File: src/rtl/timer_regs.sv
// timer_regs: machine-timer / software-interrupt register file with free-running mtime.
module timer_regs #(
  parameter int AXI_ADDR_WIDTH = 64,
  parameter int AXI_DATA_WIDTH = 64,
  parameter int NR_CORES       = 1
) (
  input  logic                      clk_i,
  input  logic                      rst_i,
  input  logic                      en_i,
  input  logic                      we_i,
  input  logic [AXI_ADDR_WIDTH-1:0] address_i,
  input  logic [AXI_DATA_WIDTH-1:0] wdata_i,
  output logic [AXI_DATA_WIDTH-1:0] rdata_o,
  input  logic                      rtc_i,
  output logic [NR_CORES-1:0]       timer_irq_o,
  output logic [NR_CORES-1:0]       ipi_o
);
  localparam int DW = AXI_DATA_WIDTH;
  logic [DW-1:0] r_mtime, r_rdata, w_rdata;
  logic [DW-1:0] r_mtimecmp [NR_CORES];
  logic [NR_CORES-1:0] r_msip, r_timer_irq;
  logic r_rtc_q, w_tick, w_wr, w_wr_mtime, w_unused;
  logic [12:0] w_word, w_cmp_word;
  assign w_word     = address_i[15:3];
  // mtimecmp lives at word 0x800; offsets below it wrap far above NR_CORES
  assign w_cmp_word = w_word - 13'h0800;
  assign w_wr       = en_i & we_i;
  assign w_wr_mtime = w_wr & (w_word == 13'h17FF);
  assign w_tick     = rtc_i & ~r_rtc_q;
  assign w_unused   = ^{address_i[AXI_ADDR_WIDTH-1:16], address_i[2:0]};
  assign rdata_o     = r_rdata;
  assign timer_irq_o = r_timer_irq;
  assign ipi_o       = r_msip;
  always_comb begin
    w_rdata = '0;
    for (int i = 0; i < NR_CORES; i++) begin
      if (w_word == 13'(i)) w_rdata = {{(DW-1){1'b0}}, r_msip[i]};
      if (w_cmp_word == 13'(i)) w_rdata = r_mtimecmp[i];
    end
    if (w_word == 13'h17FF) w_rdata = r_mtime;
  end
  always_ff @(posedge clk_i) begin
    if (rst_i) begin
      r_mtime     <= '0;
      r_msip      <= '0;
      r_rtc_q     <= 1'b0;
      r_rdata     <= '0;
      r_timer_irq <= '0;
      for (int i = 0; i < NR_CORES; i++) r_mtimecmp[i] <= '1;
    end else begin
      r_rtc_q <= rtc_i;
      r_mtime <= w_wr_mtime ? wdata_i : r_mtime + DW'(w_tick);
      if (en_i && !we_i) r_rdata <= w_rdata;
      for (int i = 0; i < NR_CORES; i++) begin
        if (w_wr && w_word == 13'(i)) r_msip[i] <= wdata_i[0];
        if (w_wr && w_cmp_word == 13'(i)) r_mtimecmp[i] <= wdata_i;
        r_timer_irq[i] <= r_mtime >= r_mtimecmp[i];
      end
    end
  end
endmodule

File: config.mk
export PLATFORM = sky130hd
export DESIGN_NAME = timer_regs
export DESIGN_NICKNAME = d
export VERILOG_FILES = /design/src/rtl/timer_regs.sv
export SDC_FILE = /design/constraint.sdc
export NUM_CORES = 1
export LEC_CHECK = 0
export CAP_MARGIN = 10
export CORE_UTILIZATION = 45
export CTS_BUF_LIST = sky130_fd_sc_hd__clkbuf_16
export DETAILED_ROUTE_END_ITERATION = 10
export PLACE_DENSITY = 0.74
export SYNTH_ARGS = -nofsm -noshare
export SYNTH_HDL_FRONTEND = slang
export SYNTH_SLANG_ARGS = --single-unit
File: constraint.sdc
create_clock -name clk_i -period 4.2 [get_ports clk_i]
set_input_delay 0.84 -clock clk_i [delete_from_list [all_inputs] [get_ports clk_i]]
set_output_delay 0.84 -clock clk_i [all_outputs]
set_load 0.05 [all_outputs]
* After elaboration in Yosys (flattened, before gate mapping)
Memory sizes are Yosys's and may differ from the RTL's.
Index checks and enable logic that the tools add are counted.
** Cells by class
- Mux-type cells :: 11
- Add/sub/neg operators :: 2
- Bitwise logic cells :: 4
- $mul :: 0
- Divide/modulo/power cells :: 0
- $lt $le $gt $ge :: 1
- Equal/unequal tests :: 1
- Shifts and indexed selects :: 0
- Reductions and logical operators :: 7
** Operator list (number)
- 2-to-1 mux 64 bit :: 4
- adder 64 x 1 -> 64 bit :: 1
- greater-or-equal comparator 64 bit :: 1
- OR reduction 64 bit :: 1
- zero test 13 bit :: 2
- equality test 13 bit, second input constant :: 1
- subtractor 13 x 12 -> 13 bit, second input constant :: 1
- 2-to-1 mux 1 bit :: 7
- bitwise AND 1 bit :: 3
- logical AND 1 bit :: 3
- zero test 1 bit :: 1
- NOT 1 bit :: 1
** Word-level totals
- Memory bits (writable) :: 64
- Register bits :: 131
- Latch bits :: 0
- Word-level logic and storage cells :: 32
- Memory bits (read-only) :: 0
- Output and inout port bits :: 66
- Memories :: 1
** Memory list
- r_mtimecmp :: words 1, bits a word 64, rd ports 1, clocked after Yosys merged registers in 0, write ports 1, line 20 : logic [DW-1:0] r_mtimecmp [NR_CORES];

* Longest topological paths before layout
- Depth in word-level cells :: 8
- Mapped depth :: 11

* Worst setup path before layout
OpenSTA, ideal clock, no wires.
- Path kind :: input -> register
- Start point :: input port rst_i
- End point :: memory r_mtimecmp[0][0] (netlist bit) (enable)
- Cell stages on the path :: 4
- Setup slack :: 0.532 ns
- Arrival time :: 3.235 ns
- Buffers on the path :: 3
- Setup time :: 0.432 ns
- Cells stage by stage :: clkbuf_1 -> clkbuf_1 -> clkbuf_1 -> nand2b_1
** On the way
- Word-level cells in the longest chain between the ends :: 4
** RTL lines
- start, declared :: line 8 : input logic rst_i,
- 2-to-1 mux 1 bit :: line 43 : if (rst_i) begin
- 2-to-1 mux 1 bit (implied by the code) :: line 56 : if (w_wr && w_cmp_word == 13'(i)) r_mtimecmp[i] <= wdata_i;
- OR reduction 64 bit (no line)
- 2-to-1 mux 1 bit (no line) *
- end, declared :: line 20
Mark *: on every way between the ends. The rest lies on a longest branch, timed or not.

* Final worst setup path
- Start point :: input port rtc_i
- End point :: register r_mtime[34]
** On the way
- Word-level cells in the longest chain between the ends :: 3
** RTL lines
- start, declared :: line 14 : input logic rtc_i,
- bitwise AND 1 bit :: line 29 : assign w_tick = rtc_i & ~r_rtc_q;
- adder 64 x 1 -> 64 bit :: line 52 : r_mtime <= w_wr_mtime ? wdata_i : r_mtime + DW'(w_tick);
- 2-to-1 mux 64 bit :: line 52
- end signal, assigned :: line 52
- end, declared :: line 19 : logic [DW-1:0] r_mtime, r_rdata, w_rdata;
Every way passes these cells.
A chain may end at the register's enable or synchronous reset.

==> metrics <==
Fin Setup TNS 0 ns; Static Leak 4.69 nW; Worst-Skew Late Latency 0.44 ns; crit path launch type input pin; Clock Pin Slew Worst Setup and Hold Paths 0.08 ns; Syn-to-layout area delta 22.4%; site row count 54; GPL Wtd Cong 0.857; DP Area 11800 sq um; Slowest-stage cell, CP clkdlybuf4s50_1; skew final 0.0107 ns; design area 12400 sq um; IO Pins 199; crit path max fanout 5; ys async rst share 0%; CTS tree done; Synth Register Bits 195; die height 152 um; core area 22000 sq um; crit end category flip-flop; post_cts resized 0; First-pass DRT Iterations 8; CTS Buf Count 17; Mapped Cells 1085; Layout fillers 1872; maximum clock path buffer count 2; CP Class input pin to flip-flop; Hold Crit Class flip-flop to flip-flop; unique cell type count in the Yosys netlist 52; worst hold margin 0.493 ns; CP peak stage delay 0.47 ns; pin count of the biggest net entering global routing 124; cell taking the most area after synthesis dfxtp_1; mapped cell area 10100 sq um; HPWL Detailed 17200 um; H-tree level count 4; Tot GR Track Use 22.8%; WP buf/inv 1; hold buffers post-CTS 0; routed vias/inst 5.76; Tcrit/Tclk final 78.6%; Routed WL 25900 um; CP required 4.56 ns; Die W 152 um; outcome finished, violations left; multi-input combinational cell area 5050 sq um; Residual DRC 40; vias 8551; synth warn 0; R2R depth 10; # Max-Cap Violations 0; Reg area 4540 sq um; Setup Fix Bufs, Post-CTS 0; actual slew at the worst max-slew pin 0.877 ns; Final Slew Violations 0; FMAX 303 MHz; vias in the first global route 8199; syn_nets 1284; global-route wire length before repair 42100 um; Primary FF master, synth dfxtp_1; register area share after synthesis 44.8%; worst path cell trace clkdlybuf4s50_1, nor2b_1, ha_1, ha_1, nand3_1, nor3_2, nand2_1, nor2_2, nand4_1, xor2_1, a211oi_1; Setup violations, final 0; global route overflow 0; RSZ-0062 raised after global routing no; Detail Route Antenna Nets 0; top-count cell post-synth nor2_1; Power Density 338 nW/um^2; minimum clock period 3.30 ns; Syn Area/Cell 9.34 sq um; number of synthesized flops with an enable pin 64; port buffer count 147; final hold violation count 0; die area 23100 sq um; worst hold stages 2; number of cells on the critical path 11; Peak supply drop 0.000194 V; Yosys top cell area share 25.9%; fin nets 1389; initial antenna violation count 1; drt initial violations 560; Top cell by count, worst path ha_1; Synth top cells by count nor2_1, dfxtp_1, nor3_1; Clock Root Buffer clkbuf_16; clk sinks 195; Max transition margin 41.5%; Starting Density 46.2%; synth top area cells dfxtp_1, edfxtp_1, ha_1; failing checks design-rule violations; share of layout cells above drive strength 1 6.32%; mean routed wirelength per cell 17.4 um; cell family with the largest share of critical-path delay simple AND/OR/NAND/NOR gates; crit path DAT 3.66 ns
[worst register-to-register path, delay by kind of cell, from the launching register on]
family	cells	cell delay (ns)
simple gates	6	1.37
xor+xnor	1	0.18
fa+ha+maj	2	0.55
compound gates	1	0.21
flops	1	0.30
[cell families (layout without fill, tap and decap cells)]
family	after synthesis	in the layout	synth area share, %
fa+ha+maj	66	66	8.15
flops	195	195	44.8
mux	1	1	0.0987
other cells	0	1	0
buf+inv	142	260	5.81
simple gates	438	438	22.2
xor+xnor	60	60	5.18
compound gates	183	183	13.7
[through the flow]
| stage | power [mW] | setup WS, ns | cells | util, % |
|---|---|---|---|---|
| floorplan | 2.36 | 0.532 | 1085 | - |
| global placement | 2.57 | 0.473 | 1451 | 53.8 |
| detailed placement | 2.58 | 0.455 | 1451 | 53.8 |
| CTS | 4.22 | 0.908 | 1483 | 56.5 |
| global route | 4.34 | 0.724 | 1483 | 56.5 |
| finish | 4.20 | 0.901 | 1484 | 56.5 |
[layout by cell type, fill, tap and decap left out, types with 8 or more instances in the layout]
cell,n
and3_1,8
nand3_1,35
a21oi_1,26
xnor2_1,21
a221oi_1,65
a211oi_1,57
or3_1,66
ha_1,66
clkdlybuf4s50_1,146
xor2_1,39
clkbuf_16,18
nor3_1,70
o21ai_0,11
nor2_1,144
nand2_1,41
dfxtp_1,131
buf_4,10
edfxtp_1,64
nand4_1,28
inv_1,68
nor3_2,8
a21o_1,8
[cell type report]
| type | count | area share (%) |
|---|---|---|
| Clock inverter | 14 | 1.20 |
| Inverter | 68 | 2.06 |
| Clock buffer | 18 | 3.63 |
| Antenna cell | 1 | 0.0202 |
| Timing Repair Buffer | 160 | 13.0 |
| Tap cell | 280 | 2.82 |
| Sequential cell | 195 | 36.6 |
| Multi-Input combinational cell | 748 | 40.7 |
[sequential cells by signal (all words and copies together) (netlist names)]
register / cells
rdata_o: 64
r_rtc_q: 1
timer_irq_o: 1
r_mtimecmp: 64
r_mtime: 64
ipi_o: 1
[where the power goes]
part           leakage, nW  total (mW)  switching (mW)  internal [mW]
Clock                0.284        1.66           0.744          0.920
Sequential            1.71        2.05          0.0393           2.01
Combinational         2.70       0.484           0.292          0.192
[final timing paths]
| kind | start | to | slack, ns |
|---|---|---|---|
| setup / recovery | rtc_i | r_mtime[34] | 0.90 |
| hold / removal | rdata_o[49] | rdata_o[49] | 0.49 |
| setup reg to reg | r_rtc_q | r_mtime[34] | 1.51 |
| hold reg to reg | rdata_o[49] | rdata_o[49] | 0.49 |
[per-layer routing]
layer | GRT usage (%) | part of all wire, % | vias up | wire (um)
li1 | - | - | 4186 | -
met1 | 29.6 | 44 | 4066 | 11500
met2 | 37.8 | 48 | 256 | 12400
met3 | 4.34 | 5.7 | 43 | 1470
met4 | 8.36 | 2.0 | 0 | 522
met5 | 0 | 0 | - | 0
Power figures use the tool's default switching activity.
